<file path="src/rtl/pipe_hazard_ctrl_pkg.sv">
// Shared types and constants for the five-stage pipeline sequencing controller.
package pipe_ctrl_pkg;

  typedef enum logic [1:0] {
    RUN        = 2'd0,
    MEM_WAIT   = 2'd1,
    ERR        = 2'd2,
    TRAP_FLUSH = 2'd3
  } state_t;

  localparam int DEF_TIMEOUT   = 16;
  localparam int DEF_TRAP_HOLD = 1;

  localparam logic [4:0] REG_X0 = 5'd0;

  typedef struct packed {
    logic pc_stall;
    logic ifid_stall;
    logic idex_stall;
    logic exmem_stall;
    logic ifid_flush;
    logic idex_flush;
    logic exmem_flush;
    logic pc_sel_trap;
    logic bus_err;
  } ctrl_t;

  localparam ctrl_t CTRL_IDLE = '0;

endpackage

</file>
<file path="src/rtl/pipe_hazard_ctrl_if.sv">
// Pipeline-side signals seen by the hazard controller, grouped for port hookup.
interface pipe_hazard_ctrl_if;

  logic [4:0] id_rs1_addr_in;
  logic [4:0] id_rs2_addr_in;
  logic       id_rs1_used_in;
  logic       id_rs2_used_in;
  logic       ex_load_in;
  logic [4:0] ex_rd_addr_in;
  logic       branch_taken_in;
  logic       trap_in;
  logic       dmem_req_in;
  logic       dmem_ack_in;

  logic       pc_stall_out;
  logic       ifid_stall_out;
  logic       idex_stall_out;
  logic       exmem_stall_out;
  logic       ifid_flush_out;
  logic       idex_flush_out;
  logic       exmem_flush_out;
  logic       pc_sel_trap_out;
  logic       bus_err_out;
  logic [31:0] stall_cnt_out;

  modport master (
    output id_rs1_addr_in, id_rs2_addr_in, id_rs1_used_in, id_rs2_used_in,
    output ex_load_in, ex_rd_addr_in, branch_taken_in, trap_in,
    output dmem_req_in, dmem_ack_in,
    input  pc_stall_out, ifid_stall_out, idex_stall_out, exmem_stall_out,
    input  ifid_flush_out, idex_flush_out, exmem_flush_out,
    input  pc_sel_trap_out, bus_err_out, stall_cnt_out
  );

  modport slave (
    input  id_rs1_addr_in, id_rs2_addr_in, id_rs1_used_in, id_rs2_used_in,
    input  ex_load_in, ex_rd_addr_in, branch_taken_in, trap_in,
    input  dmem_req_in, dmem_ack_in,
    output pc_stall_out, ifid_stall_out, idex_stall_out, exmem_stall_out,
    output ifid_flush_out, idex_flush_out, exmem_flush_out,
    output pc_sel_trap_out, bus_err_out, stall_cnt_out
  );

endinterface

</file>
<file path="src/rtl/pipe_hazard_ctrl_load_use_detect.sv">
// Combinational load-use comparator: a load in EX whose rd feeds a used source in ID.
module load_use_detect
  import pipe_ctrl_pkg::*;
(
  input  logic [4:0] i_rs1_addr,
  input  logic [4:0] i_rs2_addr,
  input  logic       i_rs1_used,
  input  logic       i_rs2_used,
  input  logic       i_ex_load,
  input  logic [4:0] i_ex_rd_addr,
  output logic       o_hazard
);

  logic [4:0] w_src_addr [2];
  logic [1:0] w_src_used;
  logic [1:0] w_src_hit;

  assign w_src_addr[0] = i_rs1_addr;
  assign w_src_addr[1] = i_rs2_addr;
  assign w_src_used    = {i_rs2_used, i_rs1_used};

  genvar gi;
  generate
    for (gi = 0; gi < 2; gi++) begin : g_src
      assign w_src_hit[gi] = w_src_used[gi] && (w_src_addr[gi] == i_ex_rd_addr);
    end
  endgenerate

  // x0 is hardwired to zero, so a load targeting it never produces a dependency.
  assign o_hazard = i_ex_load && (i_ex_rd_addr != REG_X0) && (|w_src_hit);

endmodule

</file>
<file path="src/rtl/pipe_hazard_ctrl.sv">
// Stall/flush sequencer for PC, IF/ID, ID/EX and EX/MEM: load-use, branch, trap, dmem wait.
module pipe_hazard_ctrl
  import pipe_ctrl_pkg::*;
#(
  parameter int TIMEOUT   = DEF_TIMEOUT,
  parameter int TRAP_HOLD = DEF_TRAP_HOLD
) (
  input logic               clk_in,
  input logic               rst_in,
  pipe_hazard_ctrl_if.slave bus
);

  localparam int WAIT_W = $clog2(TIMEOUT + 1);
  localparam int HOLD_W = (TRAP_HOLD > 1) ? $clog2(TRAP_HOLD) : 1;
  localparam logic [WAIT_W-1:0] WAIT_LAST = WAIT_W'(TIMEOUT - 1);
  localparam logic [HOLD_W-1:0] HOLD_LAST = HOLD_W'(TRAP_HOLD - 1);

  state_t            r_state;
  state_t            w_state_next;
  logic [WAIT_W-1:0] r_wait_cnt;
  logic [WAIT_W-1:0] w_wait_next;
  logic [HOLD_W-1:0] r_hold_cnt;
  logic [HOLD_W-1:0] w_hold_next;
  logic [31:0]       r_stall_cnt;
  ctrl_t             w_ctrl;
  logic              w_hazard;
  logic              w_mem_busy;

  load_use_detect u_load_use_detect (
    .i_rs1_addr   (bus.id_rs1_addr_in),
    .i_rs2_addr   (bus.id_rs2_addr_in),
    .i_rs1_used   (bus.id_rs1_used_in),
    .i_rs2_used   (bus.id_rs2_used_in),
    .i_ex_load    (bus.ex_load_in),
    .i_ex_rd_addr (bus.ex_rd_addr_in),
    .o_hazard     (w_hazard)
  );

  assign w_mem_busy = bus.dmem_req_in && !bus.dmem_ack_in;

  always_ff @(posedge clk_in) begin
    if (!rst_in) begin
      r_state    <= RUN;
      r_wait_cnt <= '0;
      r_hold_cnt <= '0;
    end else begin
      r_state    <= w_state_next;
      r_wait_cnt <= w_wait_next;
      r_hold_cnt <= w_hold_next;
    end
  end

  // r_wait_cnt holds the number of stall cycles already completed, so the
  // current cycle is the last permitted one when it equals TIMEOUT-1.
  always_comb begin
    w_ctrl       = CTRL_IDLE;
    w_state_next = r_state;
    w_wait_next  = r_wait_cnt;
    w_hold_next  = r_hold_cnt;
    if (rst_in) begin
      case (r_state)
        RUN: begin
          if (w_mem_busy) begin
            w_ctrl.pc_stall    = 1'b1;
            w_ctrl.ifid_stall  = 1'b1;
            w_ctrl.idex_stall  = 1'b1;
            w_ctrl.exmem_stall = 1'b1;
            w_state_next       = MEM_WAIT;
            w_wait_next        = WAIT_W'(1);
          end else if (bus.trap_in) begin
            w_ctrl.ifid_flush  = 1'b1;
            w_ctrl.idex_flush  = 1'b1;
            w_ctrl.exmem_flush = 1'b1;
            w_ctrl.pc_sel_trap = 1'b1;
            w_state_next       = TRAP_FLUSH;
            w_hold_next        = '0;
          end else if (bus.branch_taken_in) begin
            w_ctrl.ifid_flush  = 1'b1;
            w_ctrl.idex_flush  = 1'b1;
          end else if (w_hazard) begin
            w_ctrl.pc_stall    = 1'b1;
            w_ctrl.ifid_stall  = 1'b1;
            w_ctrl.idex_flush  = 1'b1;
          end
        end
        MEM_WAIT: begin
          if (bus.dmem_ack_in) begin
            w_state_next = RUN;
          end else begin
            w_ctrl.pc_stall    = 1'b1;
            w_ctrl.ifid_stall  = 1'b1;
            w_ctrl.idex_stall  = 1'b1;
            w_ctrl.exmem_stall = 1'b1;
            if (r_wait_cnt == WAIT_LAST) begin
              w_state_next = ERR;
            end else begin
              w_wait_next = r_wait_cnt + WAIT_W'(1);
            end
          end
        end
        ERR: begin
          w_ctrl.ifid_flush  = 1'b1;
          w_ctrl.idex_flush  = 1'b1;
          w_ctrl.exmem_flush = 1'b1;
          w_ctrl.pc_sel_trap = 1'b1;
          w_ctrl.bus_err     = 1'b1;
          w_state_next       = TRAP_FLUSH;
          w_hold_next        = '0;
        end
        TRAP_FLUSH: begin
          w_ctrl.ifid_flush = 1'b1;
          w_ctrl.idex_flush = 1'b1;
          if (r_hold_cnt == HOLD_LAST) begin
            w_state_next = RUN;
          end else begin
            w_hold_next = r_hold_cnt + HOLD_W'(1);
          end
        end
        default: w_state_next = RUN;
      endcase
    end
  end

  always_ff @(posedge clk_in) begin
    if (!rst_in) begin
      r_stall_cnt <= '0;
    end else if (w_ctrl.pc_stall) begin
      r_stall_cnt <= r_stall_cnt + 32'd1;
    end
  end

  assign bus.pc_stall_out    = w_ctrl.pc_stall;
  assign bus.ifid_stall_out  = w_ctrl.ifid_stall;
  assign bus.idex_stall_out  = w_ctrl.idex_stall;
  assign bus.exmem_stall_out = w_ctrl.exmem_stall;
  assign bus.ifid_flush_out  = w_ctrl.ifid_flush;
  assign bus.idex_flush_out  = w_ctrl.idex_flush;
  assign bus.exmem_flush_out = w_ctrl.exmem_flush;
  assign bus.pc_sel_trap_out = w_ctrl.pc_sel_trap;
  assign bus.bus_err_out     = w_ctrl.bus_err;
  assign bus.stall_cnt_out   = r_stall_cnt;

endmodule

</file>
<file path="src/flat_wrapper.sv">
// flat-port wrapper written by rule: the top's interface ports become plain ports
module pipe_hazard_ctrl_flat import pipe_ctrl_pkg::*;
#(
  parameter int TIMEOUT   = DEF_TIMEOUT,
  parameter int TRAP_HOLD = DEF_TRAP_HOLD
)
  (clk_in, rst_in, bus_id_rs1_addr_in, bus_id_rs2_addr_in, bus_id_rs1_used_in, bus_id_rs2_used_in, bus_ex_load_in, bus_ex_rd_addr_in, bus_branch_taken_in, bus_trap_in, bus_dmem_req_in, bus_dmem_ack_in, bus_pc_stall_out, bus_ifid_stall_out, bus_idex_stall_out, bus_exmem_stall_out, bus_ifid_flush_out, bus_idex_flush_out, bus_exmem_flush_out, bus_pc_sel_trap_out, bus_bus_err_out, bus_stall_cnt_out);
  pipe_hazard_ctrl_if bus_i ();
  input logic clk_in;
  input logic rst_in;
  input wire logic [$bits(bus_i.id_rs1_addr_in)-1:0] bus_id_rs1_addr_in;
  input wire logic [$bits(bus_i.id_rs2_addr_in)-1:0] bus_id_rs2_addr_in;
  input wire logic [$bits(bus_i.id_rs1_used_in)-1:0] bus_id_rs1_used_in;
  input wire logic [$bits(bus_i.id_rs2_used_in)-1:0] bus_id_rs2_used_in;
  input wire logic [$bits(bus_i.ex_load_in)-1:0] bus_ex_load_in;
  input wire logic [$bits(bus_i.ex_rd_addr_in)-1:0] bus_ex_rd_addr_in;
  input wire logic [$bits(bus_i.branch_taken_in)-1:0] bus_branch_taken_in;
  input wire logic [$bits(bus_i.trap_in)-1:0] bus_trap_in;
  input wire logic [$bits(bus_i.dmem_req_in)-1:0] bus_dmem_req_in;
  input wire logic [$bits(bus_i.dmem_ack_in)-1:0] bus_dmem_ack_in;
  output wire logic [$bits(bus_i.pc_stall_out)-1:0] bus_pc_stall_out;
  output wire logic [$bits(bus_i.ifid_stall_out)-1:0] bus_ifid_stall_out;
  output wire logic [$bits(bus_i.idex_stall_out)-1:0] bus_idex_stall_out;
  output wire logic [$bits(bus_i.exmem_stall_out)-1:0] bus_exmem_stall_out;
  output wire logic [$bits(bus_i.ifid_flush_out)-1:0] bus_ifid_flush_out;
  output wire logic [$bits(bus_i.idex_flush_out)-1:0] bus_idex_flush_out;
  output wire logic [$bits(bus_i.exmem_flush_out)-1:0] bus_exmem_flush_out;
  output wire logic [$bits(bus_i.pc_sel_trap_out)-1:0] bus_pc_sel_trap_out;
  output wire logic [$bits(bus_i.bus_err_out)-1:0] bus_bus_err_out;
  output wire logic [$bits(bus_i.stall_cnt_out)-1:0] bus_stall_cnt_out;
  assign bus_i.id_rs1_addr_in = bus_id_rs1_addr_in;
  assign bus_i.id_rs2_addr_in = bus_id_rs2_addr_in;
  assign bus_i.id_rs1_used_in = bus_id_rs1_used_in;
  assign bus_i.id_rs2_used_in = bus_id_rs2_used_in;
  assign bus_i.ex_load_in = bus_ex_load_in;
  assign bus_i.ex_rd_addr_in = bus_ex_rd_addr_in;
  assign bus_i.branch_taken_in = bus_branch_taken_in;
  assign bus_i.trap_in = bus_trap_in;
  assign bus_i.dmem_req_in = bus_dmem_req_in;
  assign bus_i.dmem_ack_in = bus_dmem_ack_in;
  assign bus_pc_stall_out = bus_i.pc_stall_out;
  assign bus_ifid_stall_out = bus_i.ifid_stall_out;
  assign bus_idex_stall_out = bus_i.idex_stall_out;
  assign bus_exmem_stall_out = bus_i.exmem_stall_out;
  assign bus_ifid_flush_out = bus_i.ifid_flush_out;
  assign bus_idex_flush_out = bus_i.idex_flush_out;
  assign bus_exmem_flush_out = bus_i.exmem_flush_out;
  assign bus_pc_sel_trap_out = bus_i.pc_sel_trap_out;
  assign bus_bus_err_out = bus_i.bus_err_out;
  assign bus_stall_cnt_out = bus_i.stall_cnt_out;
  pipe_hazard_ctrl #(.TIMEOUT(TIMEOUT), .TRAP_HOLD(TRAP_HOLD)) u_core (.clk_in(clk_in), .rst_in(rst_in), .bus(bus_i));
endmodule
</file>
<file path="config.mk">
export PLATFORM = sky130hd
export DESIGN_NAME = pipe_hazard_ctrl_flat
export DESIGN_NICKNAME = d
export VERILOG_FILES = /design/src/rtl/pipe_hazard_ctrl_pkg.sv /design/src/rtl/pipe_hazard_ctrl_if.sv /design/src/rtl/pipe_hazard_ctrl_load_use_detect.sv /design/src/rtl/pipe_hazard_ctrl.sv /design/src/flat_wrapper.sv
export SDC_FILE = /design/constraint.sdc
export NUM_CORES = 1
export LEC_CHECK = 0
export ABC_AREA = 1
export CORE_AREA = 2 2 74 76
export CTS_CLUSTER_DIAMETER = 120
export DETAILED_ROUTE_END_ITERATION = 12
export DIE_AREA = 0 0 76 78
export PLACE_DENSITY = 0.9
export SETUP_SLACK_MARGIN = 0.15
export SYNTH_ARGS = -nofsm -noshare
export SYNTH_HDL_FRONTEND = slang
export SYNTH_SLANG_ARGS = --single-unit
</file>
<file path="constraint.sdc">
create_clock -name clk_in -period 3.56 [get_ports clk_in]
set_input_delay 1.068 -clock clk_in [delete_from_list [all_inputs] [get_ports clk_in]]
set_output_delay 1.068 -clock clk_in [all_outputs]
set_load 0.02 [all_outputs]
</file>
==> results of run 1 <==
## through the flow
step	area (um^2)	hold slack, ns	setup TNS (ns)	std cells	worst slack, ns
floorplan	2670	0.445	0	450	0.235
global placement	3390	0.451	-1.84	581	-0.376
detailed placement	3390	0.456	-2.05	581	-0.445
CTS	3460	0.466	0	589	0.0942
global route	3490	0.492	0	589	0.123
finish	3490	0.467	0	589	0.225
## worst max-delay path, cell delays in order
cell and delay, ns:
clkdlybuf4s50_1 0.41, or2_4 0.24, nor2_2 0.11, nand3_2 0.11
nand2_4 0.09, nand2_4 0.06, inv_4 0.06, buf_6 0.11
## flip-flops by register name (all words and copies together), names as in the netlist
signal,cells
u_core.r_state,2
u_core.r_wait_cnt,5
u_core.bus.stall_cnt_out,32
## area by class of cell
cell class | instances | area, um^2
Fill cell | 440 | 1550
Timing Repair Buffer | 74 | 688
Inverter | 57 | 216
Sequential cell | 39 | 781
Clock buffer | 8 | 100
Multi-Input combinational cell | 341 | 1620
Tap cell | 70 | 87.6
## power by group through the flow
stage | Sequential [mW] | Clock (mW) | Combinational, mW
final | 0.451 | 0.323 | 0.176
after floorplan | 0.462 | 0 | 0.110
after CTS | 0.451 | 0.329 | 0.170
after detailed placement | 0.461 | 0 | 0.181
after global placement | 0.460 | 0 | 0.177
after global routing | 0.452 | 0.355 | 0.195
## synthesized netlist by cell type (all sizes together) (2+ instances only)
master / instances
a21oi: 29
buf: 10
clkbuf: 3
dfxtp: 39
ha: 3
inv: 56
nand2: 153
nand3: 40
nand3b: 6
nand4: 7
nor2: 78
nor3: 13
o21ai: 2
or2: 2
xnor2: 2
## cell families after synthesis
kind of cell | Yosys count | synth area share (%)
adders and majority gates | 3 | 1.41
AOI/OAI and AO/OA | 34 | 6.89
buffers and inverters | 70 | 11.2
and+or+nand+nor | 302 | 50.6
xor gates and xnor gates | 2 | 0.656
DFF | 39 | 29.3
## final timing paths
check / cells past startpoint / end / from
setup / recovery: 8 / bus_ifid_stall_out / bus_trap_in
hold / removal: 2 / u_core.r_wait_cnt[4] / u_core.r_wait_cnt[4]
setup reg to reg: 10 / u_core.bus.stall_cnt_out[22] / u_core.bus.stall_cnt_out[0]
hold reg to reg: 2 / u_core.r_wait_cnt[4] / u_core.r_wait_cnt[4]
## repair_timing
action,in CTS,in global routing
gates resized for setup,32,28
hold endpoints to repair,0,0
pin swaps,7,12
hold buffers,0,0
endpoints found under the setup margin,8,9
## metal layers
layer | global-route usage, % | wire length, um | vias to the layer above
met5 | 0 | 0 | -
met4 | 8.00 | 78 | 0
met2 | 43.0 | 3490 | 83
li1 | - | - | 1552
met1 | 27.9 | 3010 | 1370
met3 | 4.88 | 362 | 10
==> impl_summary.txt, run 1 <==
----------------------------------------------------
[Outcome]
  Result of the run ... completed

[Setup path]
  Maximum fanout count along the critical path ... 3
  Arrival time worst endpoint ... 2.27 ns
  Critical path startpoint category ... input pin
  Required time reported for the critical path endpoint ... 2.49 ns
  R2r setup slk ... about 1.7 ns
  Endpoint type of the worst setup path ... output port
  Worst setup path category ... in -> out

[Floorplan]
  Initial Utilization ... approximately 53%
  Placement Rows ... 26
  Chip width ... 76 um
  Core outline area ... 5040 um^2
  DIE AREA ... 5930 um^2
  Number of top-level pins ... 65
  Height of the die ... 78 um

[Synth]
  Net count after synthesis ... 477
  Leading area contributor after synthesis ... dfxtp_1
  Number of flops mapped to enable cells by yosys ... 0
  Average size of a mapped cell ... 5.93 um^2
  Cell area after technology mapping ... 2670 um^2
  Yosys Warn Count ... 0
  Synthesized netlist cell count ... 450
  Flip-flop and latch count after synthesis ... 39
  Part of the Yosys area used for sequential elements ... 29.3%
  Unique cell type count in the Yosys netlist ... 35
  Dominant cells by area after synthesis ... dfxtp_1, nand2_1, nor2_1, nand3_1, inv_1
  Primary FF master, synth ... dfxtp_1
  Proportion of register bits with asynchronous set or reset after synthesis ... 0%
  Post-synth top area share ... 29.3%

[Drt]
  Post-detailed-routing wire length ... 6.94 mm
  Vias per Instance ... 5.12
  Count of routing violations after the opening detailed-route iteration ... roughly 170
  Total number of vias ... roughly 3000
  Final routed DRC violation total ... 0
  Routed Antenna Nets ... 0
  Wire per inst ... 11.8 um
  Number of detailed-routing iterations run before antenna repair ... 5

[GRT]
  Total GRT Usage ... 23.7%
  Wire length of the first global-routing pass ... between 10 and 15 mm
  Vias in the first global route ... 2805
  Initial antenna violation count ... 0
  Global route total overflow ... 0
  Largest net degree at the start of global routing ... 52

[Timing]
  Transition at the pin with the smallest max-transition slack ... 0.468 ns
  Fin. Hold Viols ... 0
  Unrepaired setup endpoints after global routing ... yes
  Clock period minus worst slack ... 3.34 ns
  Peak clock frequency supported by timing ... 300 MHz
  Count of endpoints failing setup in the final report ... 0
  Final Max Slew Viols ... 0
  Final Skew ... 0.00695 ns
  Relative slew slack ... 68.8%
  Period utilization ... 93.7%

[CTS]
  Clock insertion delay at the later pin of the skew report ... 0.29 ns
  CTS Root Cell ... clkbuf_8
  Post-CTS Setup Inserts ... 0
  Clock Path Buffers ... 2
  Clock sinks ... 39
  TritonCTS Buffers ... 5
  Number of levels the H-tree was split into ... 2
  Clock tree from TritonCTS ... yes
  Clock transition at the registers of the reported paths ... 0.07 ns

[Pwr]
  Ratio of total power to cell area ... 272 nW/um^2
  Relative contribution of sequential cells to total power ... 47.5%
  Power spent charging and discharging nets ... 0.262 mW
  Switching fraction of total power ... 27.6%
  Static leakage ... 1.50 nW
  Internal power summed over all cells ... 0.687 mW
  Logic gate share of total power ... 18.5%
  Power share of the clock group ... 34.1%
  Worst IR Drop VDD ... 212 uV
  Overall Power ... 0.949 mW

[Finish]
  Leading cell types in the layout, fill and taps excluded ... nand2_1, nor2_1, inv_1
  Ant diodes ... 0
  Final Util ... 69.2%
  NumNets Final ... 545
  Post-synthesis to final-layout area growth ... 30.8%
  Most frequent standard cell in the layout excluding fill and tap cells ... nand2_1
  Share of final-layout standard cells stronger than drive strength 1 ... 11.9%

[Placed design]
  Final weighted congestion in routability-driven placement ... 0.903
  Port Buf Inserts ... 64
  Half-perimeter wire length after placement ... approximately 5.2 mm

[Job]
  Max-cap viol count ... 0

[Worst hold path]
  Worst min path class ... reg -> reg

----------------------------------------------------
Power figures use the tool's default switching activity.
==> run 2, diff against run 1 <==
Settings changed: CAP_MARGIN set to 20, CTS_CLUSTER_SIZE set to 40.
==> results of run 2 <==
Same layout as run 1: the final DEF is identical, and so are final timing and power.
==> RTL edit 1: new RTL, settings of run 1 <==
The package constant `REG_X0` goes from 5'd0 to 5'd1.
--- a/src/rtl/pipe_hazard_ctrl_pkg.sv
+++ b/src/rtl/pipe_hazard_ctrl_pkg.sv
@@ -11,7 +11,7 @@
   localparam int DEF_TIMEOUT   = 16;
   localparam int DEF_TRAP_HOLD = 1;
 
-  localparam logic [4:0] REG_X0 = 5'd0;
+  localparam logic [4:0] REG_X0 = 5'd1;
 
   typedef struct packed {
     logic pc_stall;
Behaviour: not the same (Yosys sat finds a counterexample within 4 cycles, from zero or initial values and one cycle with rst_in low).
==> RTL edit 1 against run 1 <==
- sequential cell count did not move
- critical path type unchanged
- setup slack got worse by 2.5 ps
- wire length fell by 0.33%
- design area fell by 1.9%
- synthesized area barely moved
- worst hold slack improved by 18 ps
- power fell by 5.1%
==> RTL edit 1: results (changes against run 1) <==
Drt
The per-cell routed wire length came to 12.0 µm (+1.9%). The total via count after detailed routing came to 2,957 (-1.9%). The number of iterations in the first detailed-routing pass is 5 (unchanged).

GRT
The pin count of the biggest net entering global routing is 56 (+7.7%). The via count of the first global-routing pass is 2,822 (+0.61%). The wire length of the first global-routing pass was 11,900 µm (+0.58%).

The global-route total usage across every layer is 0.243 (+0.00639).

Finish
The share of post-route cells with drive strength above 1 is 0.134 (+0.0149). The utilization after layout came to 0.679 (-0.0134). The total of fill cells in the finished design is 451 (+2.5%). The count of nets after finishing is 534 (-2.0%).

The final standard cell count with taps included and fillers excluded came to 576 (-2.2%).

Placed design
The number of placed cells counting well taps came to 569 (-2.1%). The HPWL after detailed placement is 5220 µm (-0.36%). The instance area at placement was 0.00335 mm² (-1.2%).

The last weighted congestion value of the routability-driven placer was 0.897 (-0.62%). The pre-CTS setup slack is -470 ps (-25.0 ps).

Worst setup path
The cell family contributing the most delay on the critical path is buffers and inverters. The start point of the critical path is bus_id_rs1_used_in. The worst-case register-to-register setup slack is 1660 ps (-50 ps). The critical path class is in -> out. The data arrival time of the worst path came to 2270 ps (about the same). The worst reg-to-reg path cell count is 12 (+2).

The maximum single-stage delay on the critical path was 460 ps (+50 ps). The endpoint of the lowest-slack register-to-register path is u_core.bus.stall_cnt_out[30]$_SDFFE_PN0P_.

Run status
The run finished with clean final reports.

Power and ir drop
The leakage power came to 1.45 nW (-3.2%). The worst vdd rail ir drop is 0.000378 V (+78%).

Yosys
The number of distinct library cells after synthesis was 30 (-14%). The total nets after synthesis is 468 (-1.9%). The fraction of post-synthesis cell area in the top cell type by area is 0.292 (about the same). The number of instances in the synthesized netlist is 441 (-2.0%). Ranked by total cell area, the synthesized netlist is headed by sky130_fd_sc_hd__dfxtp_1, sky130_fd_sc_hd__nand2_1, sky130_fd_sc_hd__nor2_1. The commonest cells after synthesis are sky130_fd_sc_hd__nand2_1, sky130_fd_sc_hd__nor2_1, sky130_fd_sc_hd__inv_1.

The proportion of synthesized chip area in sequential cells is 0.292 (about the same).

Clocking
The buffer levels on the longest clock path is 2 (unchanged). The count of instances resized after the clock tree is built is 41 (+28%). The number of buffers inserted by post-CTS setup repair is 0 (unchanged).

After clock tree synthesis, the clock-pin slew on the worst setup and hold paths is 60 ps. The total number of H-tree levels is 2 (unchanged).

Worst hold path
In this run the worst hold path is classified as reg -> reg.

Timing
The achievable frequency is 300 MHz (about the same). The transition time at the pin with the least slew margin is 535 ps (+67.1 ps). The worst clock skew is 4.80 ps (-2.15 ps).
## RTL edit 1: how the worst min path moves through the flow
stage,endpoint,start,slack (ps),depth (start not counted)
2_1_floorplan,u_core.r_state[0]$_SDFFE_PN0P_,u_core.r_state[0]$_SDFFE_PN0P_,440,1
3_3_place_gp,u_core.r_wait_cnt[4]$_SDFFE_PN0P_,u_core.r_wait_cnt[4]$_SDFFE_PN0P_,450,2
3_5_place_dp,u_core.r_wait_cnt[1]$_SDFFE_PN0P_,u_core.r_wait_cnt[1]$_SDFFE_PN0P_,480,2
4_1_cts,u_core.r_wait_cnt[1]$_SDFFE_PN0P_,u_core.r_wait_cnt[1]$_SDFFE_PN0P_,490,2
5_1_grt,u_core.r_wait_cnt[4]$_SDFFE_PN0P_,u_core.r_wait_cnt[4]$_SDFFE_PN0P_,520,2
6_report,u_core.r_wait_cnt[1]$_SDFFE_PN0P_,u_core.r_wait_cnt[1]$_SDFFE_PN0P_,480,2
## RTL edit 1: area by class of cell
type,instances,area share
sequential,39,0.228
inverter,59,0.0647
multi-input combinational,329,0.463
clock buffer,6,0.0212
timing repair buffer,73,0.197
tap,70,0.0256
## RTL edit 1: kinds of logic (layout without fill, tap and decap cells)
logic type / Yosys count / after routing / synth area share
adders and majority gates: 3 / 3 / 0.0141
DFF: 39 / 39 / 0.292
buffers and inverters: 73 / 138 / 0.126
and+or+nand+nor: 293 / 293 / 0.494
AOI/OAI and AO/OA: 32 / 32 / 0.0712
xor gates and xnor gates: 1 / 1 / 0.00328
## RTL edit 1: worst register-to-register path: stages, from the launching register on
cell and delay (ps):
sky130_fd_sc_hd__dfxtp_1 390, sky130_fd_sc_hd__ha_1 220, sky130_fd_sc_hd__inv_1 80, sky130_fd_sc_hd__nor2_2 170, sky130_fd_sc_hd__nand2_2 130, sky130_fd_sc_hd__nor2_4 140
sky130_fd_sc_hd__inv_2 70, sky130_fd_sc_hd__nor2_4 100, sky130_fd_sc_hd__nand3_1 110, sky130_fd_sc_hd__nor2_1 180, sky130_fd_sc_hd__nand3_1 90, sky130_fd_sc_hd__nand2_1 90
sky130_fd_sc_hd__nor2_1 40
## RTL edit 1: per-layer routing
layer | part of all wire | routed length, µm | GRT usage | vias up
li1 | - | - | - | 1513
met1 | 0.42 | 2930 | 0.283 | 1303
met2 | 0.48 | 3310 | 0.431 | 120
met3 | 0.071 | 491 | 0.0535 | 21
met4 | 0.027 | 186 | 0.107 | 0
met5 | 0 | 0 | 0 | -
## RTL edit 1: where the power goes
part,internal [W],leakage [nW],switching [W]
sequential,0.000443,0.315,0.00000761
combinational,0.0000671,1.10,0.000111
clock,0.000131,0.0371,0.000142
total,0.000641,1.45,0.000260
==> RTL edit 2: new RTL, flow settings as in run 1 <==
Without the edit above. Encoding of `state_t`: now Gray code (2 bits for 4 states).
--- a/src/rtl/pipe_hazard_ctrl_pkg.sv
+++ b/src/rtl/pipe_hazard_ctrl_pkg.sv
@@ -2,10 +2,10 @@
 package pipe_ctrl_pkg;
 
   typedef enum logic [1:0] {
-    RUN        = 2'd0,
-    MEM_WAIT   = 2'd1,
-    ERR        = 2'd2,
-    TRAP_FLUSH = 2'd3
+    RUN        = 2'b00,
+    MEM_WAIT   = 2'b01,
+    ERR        = 2'b11,
+    TRAP_FLUSH = 2'b10
   } state_t;
 
   localparam int DEF_TIMEOUT   = 16;
Behaviour: no difference found for any inputs over 10 cycles, from zero or initial values and one cycle with rst_in low; not proved beyond that.
==> RTL edit 2 against run 1 <==
- setup slack got worse by 16 ps
- sequential share of layout area fell by 1.5 points
- worst hold slack improved by 32 ps
- wire length rose by 17%
- sequential cell count did not move
- clock skew rose by 0.79 ps
- synthesized area rose by 8.1%
- design area rose by 7.4%
- core utilization rose by 5.1 points
- non-clock buffer count rose by 4
Power is not compared: it rests on default switching activity, and its combinational part moved more than twofold at a synthesized area within 25%.
==> RTL edit 2: results (changes against run 1) <==
Yosys
The post-synthesis compound-gate area fraction is 0.0863 (+0.0174). The fraction of post-synthesis cell area in the top cell type by area is 0.271 (-0.0218). The proportion of synthesized chip area in sequential cells is 0.271 (-0.0218). The total nets after synthesis was 505 (+5.9%). The number of distinct library cells after synthesis is 34 (-2.9%). The adder-cell area share of the yosys netlist was 0.0304 (+0.0163).

By count the netlist is led by sky130_fd_sc_hd__nand2_1, sky130_fd_sc_hd__inv_1, sky130_fd_sc_hd__nor2_1. By area the synthesized netlist is led by sky130_fd_sc_hd__dfxtp_1, sky130_fd_sc_hd__nand2_1, sky130_fd_sc_hd__nand3_1. The post-synthesis xor/xnor area fraction was 0.0486 (+0.0420). The share of flip-flops with an asynchronous set or reset after synthesis is 0 (unchanged). The mean instance size in the synthesized netlist is 6.08 µm² (+2.6%).

Worst setup path
The worst reg-to-reg path cell count is 12 (+2). The maximum single-stage delay on the critical path is 490 ps (+80 ps). The worst-case register-to-register setup slack is 1390 ps (-320 ps). The source of the worst register-to-register timing path is u_core.r_state[1]$_SDFFE_PN0P_. The slowest stage of the critical path belongs to the cell sky130_fd_sc_hd__clkdlybuf4s50_1.

The endpoint of the lowest-slack register-to-register path is u_core.bus.stall_cnt_out[1]$_SDFFE_PN0P_. The maximum fanout along the worst path came to 3 (unchanged).

GRT
The global-route total usage across every layer was 0.274 (+0.0370). The via count of the first global-routing pass came to 3,159 (+13%). The met3 track demand over resource in global routing was 0.0477 (-0.00116). The met1 capacity usage during global routing came to 0.314 (+0.0355). The pin count of the biggest net entering global routing is 35 (-33%).

The met2 demand-to-capacity share in global routing is 0.522 (+0.0920). The wire length of the first global-routing pass is 13,500 µm (+14%).

Placed design
The number of placed cells counting well taps came to 604 (+4.0%). The pre-CTS setup slack is -379 ps (+66.1 ps). The number of buffers inserted by port buffering is 64 (unchanged). The HPWL after detailed placement is 6130 µm (+17%). The last weighted congestion value of the routability-driven placer came to 0.945 (+4.8%).

Drt
The highest metal layer carrying signal wires in the routed design is met4. The met1 wire length is 3370 µm (+12%). The per-cell routed wire length is 13.2 µm (+12%).

The number of iterations in the first detailed-routing pass is 4 (-1). The total via count after detailed routing was 3,242 (+7.5%). The total met2 wirelength after detailed routing came to 4130 µm (+18%). The detailed-routed wire length on met3 was 507 µm (+40%). The count of routing violations after the opening detailed-route iteration was 186 (+8.1%).

Power and ir drop
The leakage power is 1.59 nW. The worst vdd rail ir drop is 0.000388 V.

Finish
The flip-flop count of the largest register, all copies and words added is 32 (unchanged). The final standard cell count with taps included and fillers excluded is 614 (+4.2%). The share of post-route cells with drive strength above 1 came to 0.123 (+0.00370). The count of nets after finishing came to 574 (+5.3%).

Worst hold path
The worst hold path endpoint is u_core.r_wait_cnt[4]$_SDFFE_PN0P_.

Clocking
Clock tree synthesis selected as its root buffer the cell sky130_fd_sc_hd__clkbuf_8.

Timing
The worst clock skew was 7.74 ps (+0.787 ps). The headroom to the max-slew limit is 0.734 (+0.0460).

Run status
The flow ran to the end, and the final reports show no timing, DRC or antenna violations.
-- RTL edit 2: stage by stage --
| stage | cell area [µm²] | utilization | hold WS (ps) |
|---|---|---|---|
| after floorplan | 2880 | - | 454 |
| after global placement | 3600 | 0.714 | 470 |
| after detailed placement | 3600 | 0.714 | 482 |
| after CTS | 3710 | 0.736 | 502 |
| after global routing | 3750 | 0.744 | 546 |
| final | 3750 | 0.744 | 499 |
-- RTL edit 2: power breakdown --
part | switching (W) | leakage (nW) | total, W | internal, W
clock | 0.000156 | 0.0515 | 0.000333 | 0.000177
combinational | 0.000285 | 1.22 | 0.000465 | 0.000180
sequential | 0.0000263 | 0.315 | 0.000484 | 0.000458
total | 0.000467 | 1.59 | 0.00128 | 0.000815
-- RTL edit 2: area by class of cell --
cell class                 instances  area [µm²]
fill                             443        1290
clock buffer                       8         100
sequential                        39         781
timing repair buffer              78         744
tap                               70        87.6
inverter                          56         210
multi-input combinational        363        1830
-- RTL edit 2: worst max path at each step --
| stage | cells after the start | slack [ps] | end | startpoint |
|---|---|---|---|---|
| after floorplan | 9 | 150 | bus_pc_stall_out | bus_dmem_ack_in |
| after global placement | 10 | -330 | bus_pc_stall_out | bus_ex_rd_addr_in[3] |
| after detailed placement | 10 | -380 | bus_pc_stall_out | bus_ex_rd_addr_in[3] |
| after CTS | 10 | 130 | bus_pc_stall_out | bus_ex_rd_addr_in[2] |
| after global routing | 8 | 100 | bus_exmem_stall_out | bus_dmem_ack_in |
| final | 6 | 210 | bus_idex_flush_out | rst_in |
-- RTL edit 2: critical path: cells and delay by family --
family                 cells  cell delay (ps)
and+or+nand+nor            1              280
AOI/OAI and AO/OA          2              260
buffers and inverters      3              670
-- RTL edit 2: timing repair --
item	in CTS	in global routing
resized for setup	43	26
endpoints found under the setup margin	9	8
setup buffers	1	1
pin swaps	1	9
